--- src/rtl/prog_counter_if.sv ---
// Control/status bundle for prog_counter. Capture signals exist only when
// PROG_COUNTER_CAPTURE_EN is defined.
interface prog_counter_if #(
  parameter int unsigned WIDTH   = 8,
  parameter int unsigned PRESC_W = 4
);
  logic               enable;
  logic               clear;
  logic               load;
  logic [WIDTH-1:0]   load_value;
  logic               dir;
  logic [1:0]         mode;
  logic [WIDTH-1:0]   limit;
  logic [PRESC_W-1:0] prescale;
  logic [WIDTH-1:0]   count;
  logic               tc;
  logic               event_sticky;
  logic               done;
`ifdef PROG_COUNTER_CAPTURE_EN
  logic               capture;
  logic [WIDTH-1:0]   capture_value;
  logic               capture_valid;
`endif

  modport master (
    output enable, clear, load, load_value, dir, mode, limit, prescale,
`ifdef PROG_COUNTER_CAPTURE_EN
    output capture,
    input  capture_value, capture_valid,
`endif
    input  count, tc, event_sticky, done
  );

  modport slave (
    input  enable, clear, load, load_value, dir, mode, limit, prescale,
`ifdef PROG_COUNTER_CAPTURE_EN
    input  capture,
    output capture_value, capture_valid,
`endif
    output count, tc, event_sticky, done
  );
endinterface

--- src/rtl/prog_counter.sv ---
// Programmable up/down counter with prescaler, runtime limit and wrap/saturate/one-shot
// terminal modes. Define PROG_COUNTER_CAPTURE_EN to add the count-capture port group.
module prog_counter #(
  parameter int unsigned WIDTH     = 8,
  parameter int unsigned PRESC_W   = 4,
  parameter int          RST_LIMIT = 2**WIDTH - 1
) (
  input logic             clk,
  input logic             rst,
  prog_counter_if.slave   bus
);

  if (WIDTH < 2 || PRESC_W < 1 || RST_LIMIT < 0) begin : g_param_check
    $error("prog_counter: illegal parameter values");
  end

  typedef enum logic [1:0] {StRun, StSat, StDone} state_e;

  state_e             state_q, state_d;
  logic [WIDTH-1:0]   count_q, count_d;
  logic [PRESC_W-1:0] psc_q, psc_d;
  logic               tc_q, tc_d;
  logic               sticky_q, sticky_d;
  logic               sat_up_q, sat_up_d;

  logic             tick, at_term, mode_sat, mode_one;
  logic [WIDTH-1:0] step_val, end_val, wrap_val;

  assign tick     = bus.enable && (psc_q == bus.prescale);
  assign at_term  = bus.dir ? (count_q >= bus.limit) : (count_q == '0);
  assign mode_sat = (bus.mode == 2'b01);
  assign mode_one = (bus.mode == 2'b10);
  assign step_val = bus.dir ? count_q + 1'b1 : count_q - 1'b1;
  assign end_val  = bus.dir ? bus.limit : '0;
  assign wrap_val = bus.dir ? '0 : bus.limit;

  always_ff @(posedge clk) begin
    if (rst) begin
      state_q  <= StRun;
      count_q  <= '0;
      psc_q    <= '0;
      tc_q     <= 1'b0;
      sticky_q <= 1'b0;
      sat_up_q <= 1'b0;
    end else begin
      state_q  <= state_d;
      count_q  <= count_d;
      psc_q    <= psc_d;
      tc_q     <= tc_d;
      sticky_q <= sticky_d;
      sat_up_q <= sat_up_d;
    end
  end

  always_comb begin
    state_d  = state_q;
    count_d  = count_q;
    psc_d    = psc_q;
    tc_d     = 1'b0;
    sticky_d = sticky_q;
    sat_up_d = sat_up_q;
    if (bus.clear) begin
      state_d  = StRun;
      count_d  = '0;
      psc_d    = '0;
      sticky_d = 1'b0;
    end else if (bus.load) begin
      state_d = StRun;
      count_d = bus.load_value;
      psc_d   = '0;
    end else begin
      // psc wraps naturally when prescale was lowered below it
      if (bus.enable) psc_d = tick ? '0 : psc_q + 1'b1;
      unique case (state_q)
        StRun: begin
          if (tick) begin
            if (at_term) begin
              tc_d     = 1'b1;
              sticky_d = 1'b1;
              if (mode_sat) begin
                count_d  = end_val;
                state_d  = StSat;
                sat_up_d = bus.dir;
              end else if (mode_one) begin
                count_d = end_val;
                state_d = StDone;
              end else begin
                count_d = wrap_val;
              end
            end else begin
              count_d = step_val;
            end
          end
        end
        StSat: begin
          if (!mode_sat) begin
            state_d = StRun;
          end else if (tick && (bus.dir != sat_up_q)) begin
            count_d = step_val;
            state_d = StRun;
          end
        end
        StDone:  ;
        default: state_d = StRun;
      endcase
    end
  end

  always_comb begin
    bus.count        = count_q;
    bus.tc           = tc_q;
    bus.event_sticky = sticky_q;
    bus.done         = (state_q == StDone);
  end

`ifdef PROG_COUNTER_CAPTURE_EN
  logic [WIDTH-1:0] cap_val_q;
  logic             cap_vld_q;

  // Captures the pre-update count; unaffected by clear
  always_ff @(posedge clk) begin
    if (rst) begin
      cap_val_q <= '0;
      cap_vld_q <= 1'b0;
    end else begin
      cap_vld_q <= bus.capture;
      if (bus.capture) cap_val_q <= count_q;
    end
  end

  always_comb begin
    bus.capture_value = cap_val_q;
    bus.capture_valid = cap_vld_q;
  end
`endif

endmodule

--- src/flat_wrapper.sv ---
// flat-port wrapper written by rule: the top's interface ports become plain ports
module prog_counter_flat 
#(
  parameter int unsigned WIDTH     = 8,
  parameter int unsigned PRESC_W   = 4,
  parameter int          RST_LIMIT = 2**WIDTH - 1
)
  (clk, rst, bus_enable, bus_clear, bus_load, bus_load_value, bus_dir, bus_mode, bus_limit, bus_prescale, bus_count, bus_tc, bus_event_sticky, bus_done);
  prog_counter_if #(.WIDTH(WIDTH), .PRESC_W(PRESC_W)) bus_i ();
  input logic clk;
  input logic rst;
  input wire logic [$bits(bus_i.enable)-1:0] bus_enable;
  input wire logic [$bits(bus_i.clear)-1:0] bus_clear;
  input wire logic [$bits(bus_i.load)-1:0] bus_load;
  input wire logic [$bits(bus_i.load_value)-1:0] bus_load_value;
  input wire logic [$bits(bus_i.dir)-1:0] bus_dir;
  input wire logic [$bits(bus_i.mode)-1:0] bus_mode;
  input wire logic [$bits(bus_i.limit)-1:0] bus_limit;
  input wire logic [$bits(bus_i.prescale)-1:0] bus_prescale;
  output wire logic [$bits(bus_i.count)-1:0] bus_count;
  output wire logic [$bits(bus_i.tc)-1:0] bus_tc;
  output wire logic [$bits(bus_i.event_sticky)-1:0] bus_event_sticky;
  output wire logic [$bits(bus_i.done)-1:0] bus_done;
  assign bus_i.enable = bus_enable;
  assign bus_i.clear = bus_clear;
  assign bus_i.load = bus_load;
  assign bus_i.load_value = bus_load_value;
  assign bus_i.dir = bus_dir;
  assign bus_i.mode = bus_mode;
  assign bus_i.limit = bus_limit;
  assign bus_i.prescale = bus_prescale;
  assign bus_count = bus_i.count;
  assign bus_tc = bus_i.tc;
  assign bus_event_sticky = bus_i.event_sticky;
  assign bus_done = bus_i.done;
  prog_counter #(.WIDTH(WIDTH), .PRESC_W(PRESC_W), .RST_LIMIT(RST_LIMIT)) u_core (.clk(clk), .rst(rst), .bus(bus_i));
endmodule
--- config.mk ---
export PLATFORM = sky130hd
export DESIGN_NAME = prog_counter_flat
export DESIGN_NICKNAME = d
export VERILOG_FILES = /design/src/rtl/prog_counter_if.sv /design/src/rtl/prog_counter.sv /design/src/flat_wrapper.sv
export SDC_FILE = /design/constraint.sdc
export NUM_CORES = 1
export LEC_CHECK = 0
export CORE_MARGIN = 2
export CORE_UTILIZATION = 49
export DETAILED_ROUTE_END_ITERATION = 6
export GPL_TIMING_DRIVEN = 0
export PLACE_DENSITY = 0.89
export SYNTH_ARGS = -nofsm -noshare
export SYNTH_HDL_FRONTEND = slang
export SYNTH_SLANG_ARGS = --single-unit
--- constraint.sdc ---
create_clock -name clk -period 3 [get_ports clk]
set_clock_uncertainty 0.05 [all_clocks]
set_input_delay 0.3 -clock clk [delete_from_list [all_inputs] [get_ports clk]]
set_output_delay 0.3 -clock clk [all_outputs]
set_load 0.005 [all_outputs]
### After elaboration in Yosys (flattened, before gate mapping)

Index checks and enable logic that the tools add are counted.

* add/sub/neg operators: 3
* $lt $le $gt $ge: 1
* equality and inequality tests: 13
* multiplexer cells: 21
* bitwise gates (word level): 5
* reduce and logical (&&, ||, !) cells: 12

Operator list (count)
* two-way mux 8 bit: 10
* one-hot mux 8 bit (2 select lines): 1
* two-way mux 2 bit: 6
* != test 3 x 2 -> 1 bit (second input constant): 3
* adder 8 x 1 -> 8 bit (second input constant): 1
* >= comparator 8 bit: 1
* logical NOT 8 bit: 1
* AND reduction 4 bit: 2
* subtractor 8 x 1 -> 8 bit (second input constant): 1
* one-hot mux 2 bit (3 select lines): 1
* AND reduction 6 bit: 1
* NOT 1 bit: 5
* AND reduction 5 bit: 1
* OR reduction 5 bit: 1
* adder 4 x 1 -> 4 bit (second input constant): 1
* equality test 2 x 1 -> 1 bit (second input constant): 2
* equality test 2 bit (second input constant): 2
* equality test 4 bit: 1
* two-way mux 4 bit: 1
* != test 2 x 1 -> 1 bit (second input constant): 2
* != test 3 x 1 -> 1 bit (second input constant): 1
* != test 3 bit (second input constant): 1
* nonzero test 3 bit: 1
* OR reduction 3 bit: 1
* other kinds (5): 7

* register bits after elaboration: 17
* input port bits: 28
* output and inout bits: 11
* logic and storage cells: 61

### Depth between registers and ports, before layout

Gate-level depths: netlist of the first run.

* depth in word-level cells: 7
* depth in mapped cells: 8
* gate-level depth less buffers: 8

### Least setup slack after synthesis of the first run

Ideal clock, no wire load.

* path type: reg2reg
* start: register u_core.count_q[0], in the netlist u_core.bus.count[0]
* end: register u_core.count_q[5], in the netlist u_core.bus.count[5]
* setup time: 117 ps
* data arrival time: 1953 ps
* data required time: 2833 ps
* path slack: 880 ps
* cell stages (with the launch flop): 9
* path buffers: 0
* clock period less this slack: 2120 ps
* cell sequence: dfxtp_1 > inv_1 > ha_1 > nand2b_1 > a2111oi_2 > nor3_2 > o211ai_2 > o221ai_1 > a32o_1

* cells in the longest elaborated chain, start to end: 6
* elaborated cells between the ends (all ways): 12
* classes of those cells: add/sub: 2; order compare: 1; mux: 8; reduce/logical: 1

Ends and longest elaborated chain
* start, declared: RTL line prog_counter.sv:20 `logic [WIDTH-1:0] count_q, count_d;`
* start signal, assigned: RTL line prog_counter.sv:47 `count_q <= count_d;`
* subtractor 8 x 1 -> 8 bit, or another cell as far along: RTL line prog_counter.sv:33 `assign step_val = bus.dir ? count_q + 1'b1 : count_q - 1'b1;`
* two-way mux 8 bit or two-way mux 1 bit (tied branches): RTL line prog_counter.sv:33, prog_counter.sv:30
* two-way mux 8 bit (on tied branches): RTL line prog_counter.sv:98, prog_counter.sv:77
* two-way mux 8 bit (on tied branches): RTL line prog_counter.sv:96, prog_counter.sv:76
* one-hot mux 8 bit (2 select lines) (*): RTL line prog_counter.sv:74 `unique case (state_q)`
* two-way mux 8 bit (*): RTL line prog_counter.sv:67 `end else if (bus.load) begin`

Every way passes the cells marked *; elsewhere a longest branch is shown, timed or not. The select of a mux whose other input is x is not followed.
A chain may end at the register's enable or synchronous reset.

### Worst setup path after layout of the first run

* start: input port bus_dir
* end: register u_core.count_q[5], in the netlist u_core.bus.count[5]

* cells in the longest elaborated chain, start to end: 7
* elaborated cells between the ends (all ways): 16
* classes of those cells: eq/ne: 2; mux: 12; reduce/logical: 2

Ends and longest elaborated chain
* start, declared: RTL line flat_wrapper.sv:16 `input wire logic [$bits(bus_i.dir)-1:0] bus_dir;`
* two-way mux 8 bit (on tied branches): RTL line prog_counter.sv:35, prog_counter.sv:34
* two-way mux 8 bit: RTL line prog_counter.sv:84 `end else if (mode_one) begin`
* two-way mux 8 bit: RTL line prog_counter.sv:80 `if (mode_sat) begin`
* two-way mux 8 bit: RTL line prog_counter.sv:77 `if (at_term) begin`
* two-way mux 8 bit: RTL line prog_counter.sv:76 `if (tick) begin`
* one-hot mux 8 bit (2 select lines): RTL line prog_counter.sv:74
* two-way mux 8 bit: RTL line prog_counter.sv:67

Parallel ways exist; a longest one is shown, timed or not. The select of a mux whose other input is x is not followed.

==> results.txt, run 1 <==
The run finished with clean final reports. Summing all flip-flop and latch instances after layout gives 340 um^2. Using the TritonRoute via totals, the vias-per-cell ratio works out to 5.94. The post-route core utilization is 65.1%. The overall via count from detail_route came out at 1,503.

The design internal power came out at 378 uW. The total clock buffers created by CTS is 3. The worst setup path is launched from an input port. The combined area of the multi-input logic cells is 0.00107 mm^2.

The initial core utilization is 50.0%. The critical setup path kind is input port to flop. dfxtp_1 takes more of the synthesized area than any other cell. The switching power share of the total is 32.8%.

In this run the cell area measured after placement is 0.00191 mm^2. The slew at the pin closest to its max-slew limit came out at 0.699 ns. The hold-fix buffer count after cts came out at 0. The depth of the most critical reg-to-reg path came out at 8. From synthesis to final layout, the design area changed by 30.2%. Yosys mapped a number of flops with a built-in enable equal to 0. The weighted congestion at the end of routability-driven global placement came out at 0.834. The count of pins on the block boundary came out at 39. The number of instances on the worst hold path is 1. The clock edge transition at the registers on the reported setup and hold paths came out at 0.11 ns. The wire length of the first global-routing pass is 5.84 mm. The top cell type by area accounts for 22.9% of the synthesized area. The worst-case clock buffer depth came out at 2. Yosys attributes the largest share of cell area to dfxtp_1 (23%), ha_1 (13%), a21oi_1 (4.7%).

The peak ir drop on the vdd network is 0.000204 V. The number of buffers added for setup after CTS came out at 0. Setup repair after global routing left no endpoint under its margin.

The clock period minus worst slack is 2.38 ns. In this run, synthesis produced a sequential element count of 17. Port buffering added 38 buffers. In this run the critical register-to-register path is captured at u_core.bus.count[1]$_SDFFE_PP0P_.

The reg2reg setup slack came out at 0.64 ns. For this run, the leading register cell type out of synthesis is dfxtp_1. The detail route stage leaves a number of antenna-violating nets equal to 0.

The clock network fraction of design power came out at 23.5%. The die is 59.1 um tall. The routed wire length is 3.71 mm. TritonCTS built the clock tree. The clock sink count came out at 17. The number of hold-slack violations in the final timing report is 0. In this run the power density over the cells is 290 mW/mm^2. Measured against its own limit, the worst slew margin works out to 53.2%.

The design area is 0.00194 mm^2. The total congestion overflow after global routing is 0. The worst setup path is captured at a flop.

The share of the cycle needed by the critical path after routing came out at 79.2%. The worst hold path belongs to the class flop to flop. Detailed placement finished with a half-perimeter wire length of 2.87 mm. The sequential fraction of the synthesis area came out at 22.9%. Summing every instance area after synthesis gives 0.00149 mm^2. The warning count from the yosys run is 0. The share of layout cells above drive strength 1 came out at 9.09%.

The endpoint of the worst hold-timing path is u_core.bus.event_sticky$_SDFFE_PP0P_. The number of rows in the core area came out at 20. In this run the number of H-tree levels came out at 1. After clock tree synthesis, the repair step resized 0 gates. A synthesized cell averages 8.36 um^2. The number of optimization iterations in the first detailed-route pass is 6. The via count of the first global-routing pass is 1,307. The required time reported for the critical path endpoint is 3.15 ns. The leakage power of the design came out at 0.751 nW. The core box area came out at 0.00298 mm^2. The initial antenna violation count came out at 0.

The portion of total power attributed to sequential cells came out at 42.8%. The number of DRC markers after the initial detailed-route iteration is 36. In the final timing run, aggregate negative setup slack is 0 ns. In the final routed layout, each cell accounts on average for 14.7 um. The proportion of power drawn by combinational gates is 33.8%. The count of different cell masters after synthesis is 53. The number of slew-limit violations in the final report is 0. The highest clock rate is 0.421 GHz. In this run the power spent charging and discharging nets is 184 uW. The clock latency at the later pin of the worst-skew pair came out at 0.30 ns. Global routing used 22.2% of the available tracks across all layers. The net count after synthesis came out at 222.

The cell sitting at the root of the clock tree is a clkbuf_4. Across the run, the number of max-cap violations was 0. The data arrival time of the worst path came out at 2.53 ns. The source of the worst hold timing path is u_core.bus.event_sticky$_SDFFE_PP0P_.

The area of the die came out at 0.00350 mm^2. The share of async-settable or async-resettable flops after synthesis came out at 0%. The DRC violation count after routing came out at 0.

The width of the die is 59.1 um. The count of endpoints failing setup in the final report is 0. Along the worst path, the maximum fanout reaches 10. The number of diodes added for antenna fixing is 0. The number of fill cells in the layout is 262. The number of cells produced by synthesis came out at 178. The startpoint identified for the worst register-to-register timing path is u_core.bus.count[0]$_SDFFE_PP0P_. The net count of the finished layout is 265. Entering global routing, the biggest net connects 11 pins.
-- sequential cells by signal (all words and copies together), names as in the netlist --
register                 flops
u_core.sat_up_q              1
u_core.state_q               2
u_core.bus.event_sticky      1
u_core.bus.tc                1
u_core.bus.count             8
u_core.psc_q                 4
-- cells in the mapped netlist (3+ instances only) --
| master | n |
|---|---|
| o21ai_0 | 7 |
| nand2_1 | 10 |
| o221ai_1 | 4 |
| nand3_1 | 6 |
| a211oi_1 | 5 |
| nor2_1 | 9 |
| xor2_1 | 8 |
| ha_1 | 15 |
| a21oi_1 | 14 |
| o21a_1 | 4 |
| nand4_1 | 3 |
| nor3_1 | 7 |
| dfxtp_1 | 17 |
| inv_1 | 13 |
| xnor2_1 | 7 |
| nor4_1 | 4 |
-- per-layer routing --
metal	global-route usage, %	wire (um)
met1	29.8	1810
met2	34.6	1640
met3	2.18	139
met4	12.7	125
met5	0	0
-- layout by cell type, fill, tap and decap left out, drive strengths merged, types with 3 or more instances in the layout --
master and instances:
a211oi 5, a21oi 15, clkbuf 4, clkdlybuf4s50 38, dfxtp 17, ha 15
inv 15, nand2 10, nand3 6, nand4 3, nor2 9, nor3 9
nor3b 3, nor4 5, o21a 4, o21ai 11, o221ai 4, o311ai 3
xnor2 7, xor2 8
-- worst max-delay path, cell delays in order --
cell and delay [ns]:
clkdlybuf4s50_1 0.58, inv_2 0.16, ha_1 0.39, nand2_1 0.09, o311ai_1 0.45, xnor2_1 0.18, o221ai_1 0.15, a32o_1 0.23
-- metrics by stage --
| step | power [mW] | worst slack [ns] | hold WS, ns | cells |
|---|---|---|---|---|
| after global placement | 0.427 | 0.332 | 0.409 | 249 |
| final | 0.562 | 0.625 | 0.435 | 253 |
| after global routing | 0.594 | 0.438 | 0.454 | 253 |
| after detailed placement | 0.432 | 0.336 | 0.406 | 249 |
| after CTS | 0.563 | 0.641 | 0.443 | 253 |
| after floorplan | 0.356 | 0.880 | 0.350 | 178 |
-- power by group through the flow --
| stage | Sequential [mW] | Combinational [mW] | Clock [mW] |
|---|---|---|---|
| 3_3_place_gp | 0.245 | 0.183 | 0 |
| 2_1_floorplan | 0.244 | 0.112 | 0 |
| 5_1_grt | 0.241 | 0.209 | 0.144 |
| 6_report | 0.240 | 0.190 | 0.132 |
| 3_5_place_dp | 0.245 | 0.187 | 0 |
| 4_1_cts | 0.240 | 0.188 | 0.136 |
-- logic make-up (layout without fill, tap and decap cells) --
logic type / Yosys count / in the layout / synth area share, %
muxes: 1 / 1 / 0.756
AOI/OAI and AO/OA: 53 / 53 / 25.2
adders and majority gates: 16 / 16 / 13.9
buffers and inverters: 18 / 60 / 5.38
and+or+nand+nor: 58 / 58 / 23.0
DFF: 17 / 17 / 22.9
xor gates and xnor gates: 15 / 15 / 8.82
-- worst max-delay path by stage --
stage                                     start                                to  slack, ns
2_1_floorplan  u_core.bus.count[0]$_SDFFE_PP0P_  u_core.bus.count[5]$_SDFFE_PP0P_       0.88
3_3_place_gp                            bus_dir  u_core.bus.count[5]$_SDFFE_PP0P_       0.33
3_5_place_dp                            bus_dir  u_core.bus.count[5]$_SDFFE_PP0P_       0.34
4_1_cts        u_core.bus.count[0]$_SDFFE_PP0P_  u_core.bus.count[1]$_SDFFE_PP0P_       0.64
5_1_grt                                 bus_dir  u_core.bus.count[5]$_SDFFE_PP0P_       0.44
6_report                                bus_dir  u_core.bus.count[5]$_SDFFE_PP0P_       0.62
-- cell type report --
type / instances / share of cell area, %
Inverter: 15 / 2.91
Tap cell: 33 / 2.13
Sequential cell: 17 / 17.6
Timing Repair Buffer: 38 / 19.6
Clock buffer: 3 / 1.16
Clock inverter: 1 / 0.258
Multi-Input combinational cell: 143 / 55.1
Buffer: 3 / 1.23
Power figures use the tool's default switching activity.
==> run 2: changes to the inputs <==
--- a/config.mk
+++ b/config.mk
@@ -6,10 +6,10 @@
 export NUM_CORES = 1
 export LEC_CHECK = 0
 export CORE_MARGIN = 2
-export CORE_UTILIZATION = 49
+export CORE_UTILIZATION = 44
 export DETAILED_ROUTE_END_ITERATION = 6
 export GPL_TIMING_DRIVEN = 0
-export PLACE_DENSITY = 0.89
+export PLACE_DENSITY = 0.85
 export SYNTH_ARGS = -nofsm -noshare
 export SYNTH_HDL_FRONTEND = slang
 export SYNTH_SLANG_ARGS = --single-unit
==> constraint.sdc (replaced) <==
create_clock -name clk -period 1.98 [get_ports clk]
set_clock_uncertainty 0.05 [all_clocks]
set_input_delay 0.198 -clock clk [delete_from_list [all_inputs] [get_ports clk]]
set_output_delay 0.198 -clock clk [all_outputs]
set_load 0.005 [all_outputs]
==> run 2 against run 1 <==
Compared with the run above: the run now ends with setup timing left; utilization up 3.5 points; count of clock-buffer cells in the layout stayed put; global-route usage rose by 0.77 points; non-clock buffer count up 10; sequential share of layout area is 1.6 points lower; via count increased by 8.2%; combinational power grew 96%; largest cell class unchanged.
==> results.txt, run 2 (synthesis gave the netlist of run 1 again) <==
The max-capacitance violation count is 0. The library cells used most frequently in the layout, excluding fill and tap cells, are clkdlybuf4s50_1 (33), a21oi_1 (12), dfxtp_1 (11), nand2_1 (10). The portion of total power attributed to sequential cells is 38.1%. Of the cells placed in the final design, the portion with a size suffix greater than 1 is 26.5%. STA classifies the critical path endpoint as a flop. For this run, design rule violations remaining after detail routing come to 0. The finished cells cover 0.00225 mm^2. The flip-flop count of the largest register after layout came out at 8. The number of hold-slack violations in the final timing report was 0. The data arrival time of the worst path is 2.28 ns. Traced cell by cell, the critical path runs through ha_4 > and3_4 > nand2_1 > nor3_4 > buf_6 > o21ai_4 > a221oi_2 > a211oi_1. The number of optimization iterations in the first detailed-route pass is 4. The clock latency at the later pin of the worst-skew pair came out at 0.32 ns. Measured against its own limit, the worst slew margin works out to 52.7%.

STA classifies the critical path startpoint as a flop. Setup violations remaining at the end of the flow were counted as 11. The width of the die is 62.2 um.

The cell sitting at the root of the clock tree is a clkbuf_4. The critical setup path kind is flop to flop. Across every metal layer, demand over resource in global routing totals 23.0%. The number of rows in the core area is 21.

The area of the die is 0.00387 mm^2. Compared with the post-synthesis result, the final layout area differs by 51.3%. The number of diodes added for antenna fixing is 0. The count of nets after finishing is 275. The clock sink count is 17. Setup repair after global routing could not meet its margin everywhere. Wires add up to 4.71 mm. The required time reported for the critical path endpoint is 2.14 ns. Of the total power, the share spent switching nets is 35.1%. The checks that failed: setup timing. The most common library cell in the layout ignoring fill and taps is clkdlybuf4s50_1. The die span in y is 62.2 um. Detailed placement finished with a half-perimeter wire length of 3.04 mm. The largest single stage delay on the critical path is 0.42 ns. For this design the total switching power over the nets is 332 uW. The pin count of the biggest net entering global routing is 12. Of the available clock period, the critical path in the final layout requires 107%. The leakage power of the design is 0.833 nW. The hold-fix buffer count after cts came out at 0. The final worst hold slack is 0.314 ns. The design internal power came out at 613 uW. At the end of routability-driven placement, the weighted congestion stood at 0.915. The post-route core utilization is 68.6%. Buffers placed on the I/O ports in this run total 38.

The clock period minus worst slack is 2.12 ns. The final worst setup slack came out at -0.139 ns. The clock network fraction of design power is 22.4%. The flow ran to the end, but the final reports show violations. The initial core utilization came out at 45.3%. The proportion of power drawn by combinational gates is 39.5%.

The wire length of the first global-routing pass came out at 7.13 mm. The overall via count from detail_route is 1,626. The number of DRC markers after the initial detailed-route iteration is 126. In this run the deepest clock path goes through 2 buffers. The number of vias per cell after detailed routing is 5.89. The area after detailed placement is 0.00193 mm^2.

The post-detailed-route wirelength per cell is 17.1 um. The biggest fanout along the worst timing path is 5. The worst slack after detailed placement is -0.586 ns.

The slowest stage of the critical path belongs to the cell nor3_4. TritonCTS created 3 clock buffers. VDD sags by at most 0.000376 V. The total congestion overflow after global routing is 0. Clock-pin slew was measured on the worst setup and hold paths at 0.11 ns. The number of levels in the clock H-tree came out at 1. The layout has 249 filler cells.

The count of nets left with antenna violations once routing finished came out at 0. Dividing total power by cell area gives a power density of 419 mW/mm^2. The class of the tightest hold or removal check is input port to flop. TritonCTS built the clock tree.

The slew at the pin closest to its max-slew limit came out at 0.707 ns. Pin placement for this block handled 39 I/O pins. The highest clock rate came out at 0.472 GHz. The number of slew-limit violations in the final report is 0.

The via count of the first global-routing pass is 1,521. The floorplan step defined a core boundary enclosing 0.00328 mm^2. The initial antenna violation count came out at 0.
run 2: power groups by stage:
stage | registers (mW) | clock network, mW | logic [mW]
floorplan | 0.369 | 0 | 0.170
global placement | 0.371 | 0 | 0.279
detailed placement | 0.371 | 0 | 0.286
CTS | 0.359 | 0.211 | 0.333
global route | 0.361 | 0.226 | 0.402
finish | 0.360 | 0.212 | 0.373
run 2: worst paths after layout:
check	slack, ns	startpoint	to	depth (start not counted)
max reg2reg	-0.14	u_core.bus.count[6]$_SDFFE_PP0P_	u_core.bus.count[1]$_SDFFE_PP0P_	8
max	-0.14	u_core.bus.count[6]$_SDFFE_PP0P_	u_core.bus.count[1]$_SDFFE_PP0P_	8
min reg2reg	0.45	u_core.bus.event_sticky$_SDFFE_PP0P_	u_core.bus.event_sticky$_SDFFE_PP0P_	1
min	0.31	bus_limit[0]	u_core.bus.count[0]$_SDFFE_PP0P_	3
run 2: what timing repair did:
action,4_1_cts,5_1_grt
setup buffers,6,4
setup endpoints to repair,12,12
gates resized for setup,34,15
pin swaps,10,12
gates cloned,0,0
run 2: routing by layer:
| layer | track usage [%] | share of wire (%) | up-vias |
|---|---|---|---|
| met5 | 0 | 0 | - |
| met4 | 7.78 | 1.7 | 0 |
| met3 | 3.62 | 5.4 | 9 |
| met2 | 40.8 | 51 | 63 |
| met1 | 28.3 | 42 | 778 |
| li1 | - | - | 776 |
run 2: cell type report:
type / count / area (um^2) / share of cell area, %
timing repair buffer: 48 / 457 / 20.3
sequential: 17 / 360 / 16.0
clock buffer: 3 / 22.5 / 1.00
clock inverter: 1 / 7.51 / 0.333
multi-input combinational: 143 / 1260 / 56.2
buffer: 3 / 23.8 / 1.06
tap: 46 / 57.6 / 2.56
inverter: 15 / 58.8 / 2.61
run 2: per-stage QoR:
| stage | TNS (ns) | std cells | total power [mW] |
|---|---|---|---|
| 6_report | -1.13 | 276 | 0.945 |
| 4_1_cts | -0.185 | 272 | 0.903 |
| 5_1_grt | -1.94 | 276 | 0.989 |
| 2_1_floorplan | 0 | 178 | 0.538 |
| 3_5_place_dp | -6.34 | 262 | 0.657 |
| 3_3_place_gp | -5.64 | 262 | 0.649 |
run 2: critical path: cells and delay by family (launching register included):
family / cells / cell delay [ns]
and+or+nand+nor: 3 / 0.71
AOI/OAI and AO/OA: 3 / 0.44
DFF: 1 / 0.37
adders and majority gates: 1 / 0.26
buffers and inverters: 1 / 0.16
==> RTL change (config.mk and constraints of run 2) <==
`PRESC_W` is set to 4 in 3 places; all go to 6.
--- a/src/rtl/prog_counter_if.sv
+++ b/src/rtl/prog_counter_if.sv
@@ -2,7 +2,7 @@
 // PROG_COUNTER_CAPTURE_EN is defined.
 interface prog_counter_if #(
   parameter int unsigned WIDTH   = 8,
-  parameter int unsigned PRESC_W = 4
+  parameter int unsigned PRESC_W = 6
 );
   logic               enable;
   logic               clear;
--- a/src/rtl/prog_counter.sv
+++ b/src/rtl/prog_counter.sv
@@ -2,7 +2,7 @@
 // terminal modes. Define PROG_COUNTER_CAPTURE_EN to add the count-capture port group.
 module prog_counter #(
   parameter int unsigned WIDTH     = 8,
-  parameter int unsigned PRESC_W   = 4,
+  parameter int unsigned PRESC_W   = 6,
   parameter int          RST_LIMIT = 2**WIDTH - 1
 ) (
   input logic             clk,
--- a/src/flat_wrapper.sv
+++ b/src/flat_wrapper.sv
@@ -2,7 +2,7 @@
 module prog_counter_flat 
 #(
   parameter int unsigned WIDTH     = 8,
-  parameter int unsigned PRESC_W   = 4,
+  parameter int unsigned PRESC_W   = 6,
   parameter int          RST_LIMIT = 2**WIDTH - 1
 )
   (clk, rst, bus_enable, bus_clear, bus_load, bus_load_value, bus_dir, bus_mode, bus_limit, bus_prescale, bus_count, bus_tc, bus_event_sticky, bus_done);
Interface: changed (resized bus_prescale); port bits go from 39 to 41. The function was not compared with the original's and may differ.
==> RTL change against run 2 <==
The flow still finishes with violations (setup timing). Synthesized area increased by 7.6%. Total power decreased by 0.30%. Cell area increased by 5.4%. Die area increased by 7.1%. Synthesized cell count increased by 8.4%. Final cell count increased by 5.4%. Sequential cell count increased by 2. Clock power decreased by 6%. Worst setup slack improved by 30 ps. Wire length decreased by 6.0%. Combinational power decreased by 6.4%. Critical path type unchanged. Highest routed layer unchanged.
==> RTL change: results (changes against run 2) <==
metric;value;unit;change
status;finished with violations;;unchanged
failing checks;setup timing;;unchanged
syn nets;239;;was 222
delay-heaviest family, CP;compound AO/OA/AOI/OAI gates;;was simple AND/OR/NAND/NOR gates
Total GRT Usage;0.217;;was 0.230
synthesized flop and latch total;19;;was 17
hpwl dp;3.10;mm;was 3.04 mm
vias in the first global route;1576;;was 1521
first-pass GRT wire length;7.11;mm;was 7.13 mm
dpl cells;276;;was 262
clkbuf count;4;;was 3
met3 usage;0.0493;;was 0.0362
multi-input combinational area share;0.571;;was 0.562
Post-DP Area;2060;um^2;was 1930 um^2
worst setup margin;-109;ps;was -139 ps
Layout clock area frac;0.0111;;was 0.0133
WHS Path Cells;2;;was 3
CP Max Fanout;8;;was 5
multi-input gates;159;;was 143
layout cells sized above 1;0.237;;was 0.265
Non-clock buffers;52;;was 51
DR WL/cell;15.2;um;was 17.1 um
CP arrival;2240;ps;was 2280 ps
met1 Use GR;0.279;;was 0.283
buffering overhead;0.206;;was 0.213
port bufs;37;;was 38
1st-iter DRT viols;104;;was 126
Min-Delay Endpoint;u_core.bus.count[2];;was u_core.bus.count[0]
non-clock inverter count;11;;was 15
VDD IR max;0.277;mV;was 0.376 mV
final setup fails;9;;was 11
CP max stage cell;dfxtp_4;;was nor3_4
RePlAce Congestion;0.800;;was 0.915
hold path startpoint;bus_clear;;was bus_limit[0]
Met1 Routed Length;1.91;mm;was 1.97 mm
total wire length;4.43;mm;was 4.71 mm
clock latency at the later pin of the worst-skew pair;300;ps;was 320 ps
leakage power;0.931;nW;was 0.833 nW
Chip Width;64.3;um;was 62.2 um
Setup TNS;-602;ps;was -1130 ps
sequential-to-total area share from yosys stat;0.238;;was 0.229
Via Count;1674;;was 1626
largest net degree at the start of global routing;11;;was 12
RTL change: cell count changes after synthesis, moves of 4 or more:
cell,change
a31oi_1,+7
nor2_1,+5
xor2_1,+4
mux2_2,+5
and2_1,+7
nand2_1,+6
a21oi_1,-5
a211oi_1,-4
o32ai_1,+5
RTL change: kinds of logic after synthesis:
group                      after synthesis  synth area share
DFF                                     19             0.237
AOI/OAI and AO/OA                       43             0.197
and+or+nand+nor                         74             0.248
xor gates and xnor gates                19             0.104
muxes                                    7            0.0477
adders and majority gates               16             0.130
buffers and inverters                   15            0.0359
RTL change: power breakdown:
group	internal [mW]	switching, mW
registers	0.384	0.00907
logic	0.189	0.160
clock network	0.0786	0.121
RTL change: timing repair:
| action | 4_1_cts | 5_1_grt |
|---|---|---|
| resized for setup | 35 | 11 |
| pin swaps | 7 | 9 |
| setup buffers | 9 | 2 |
| endpoints found under the setup margin | 9 | 9 |
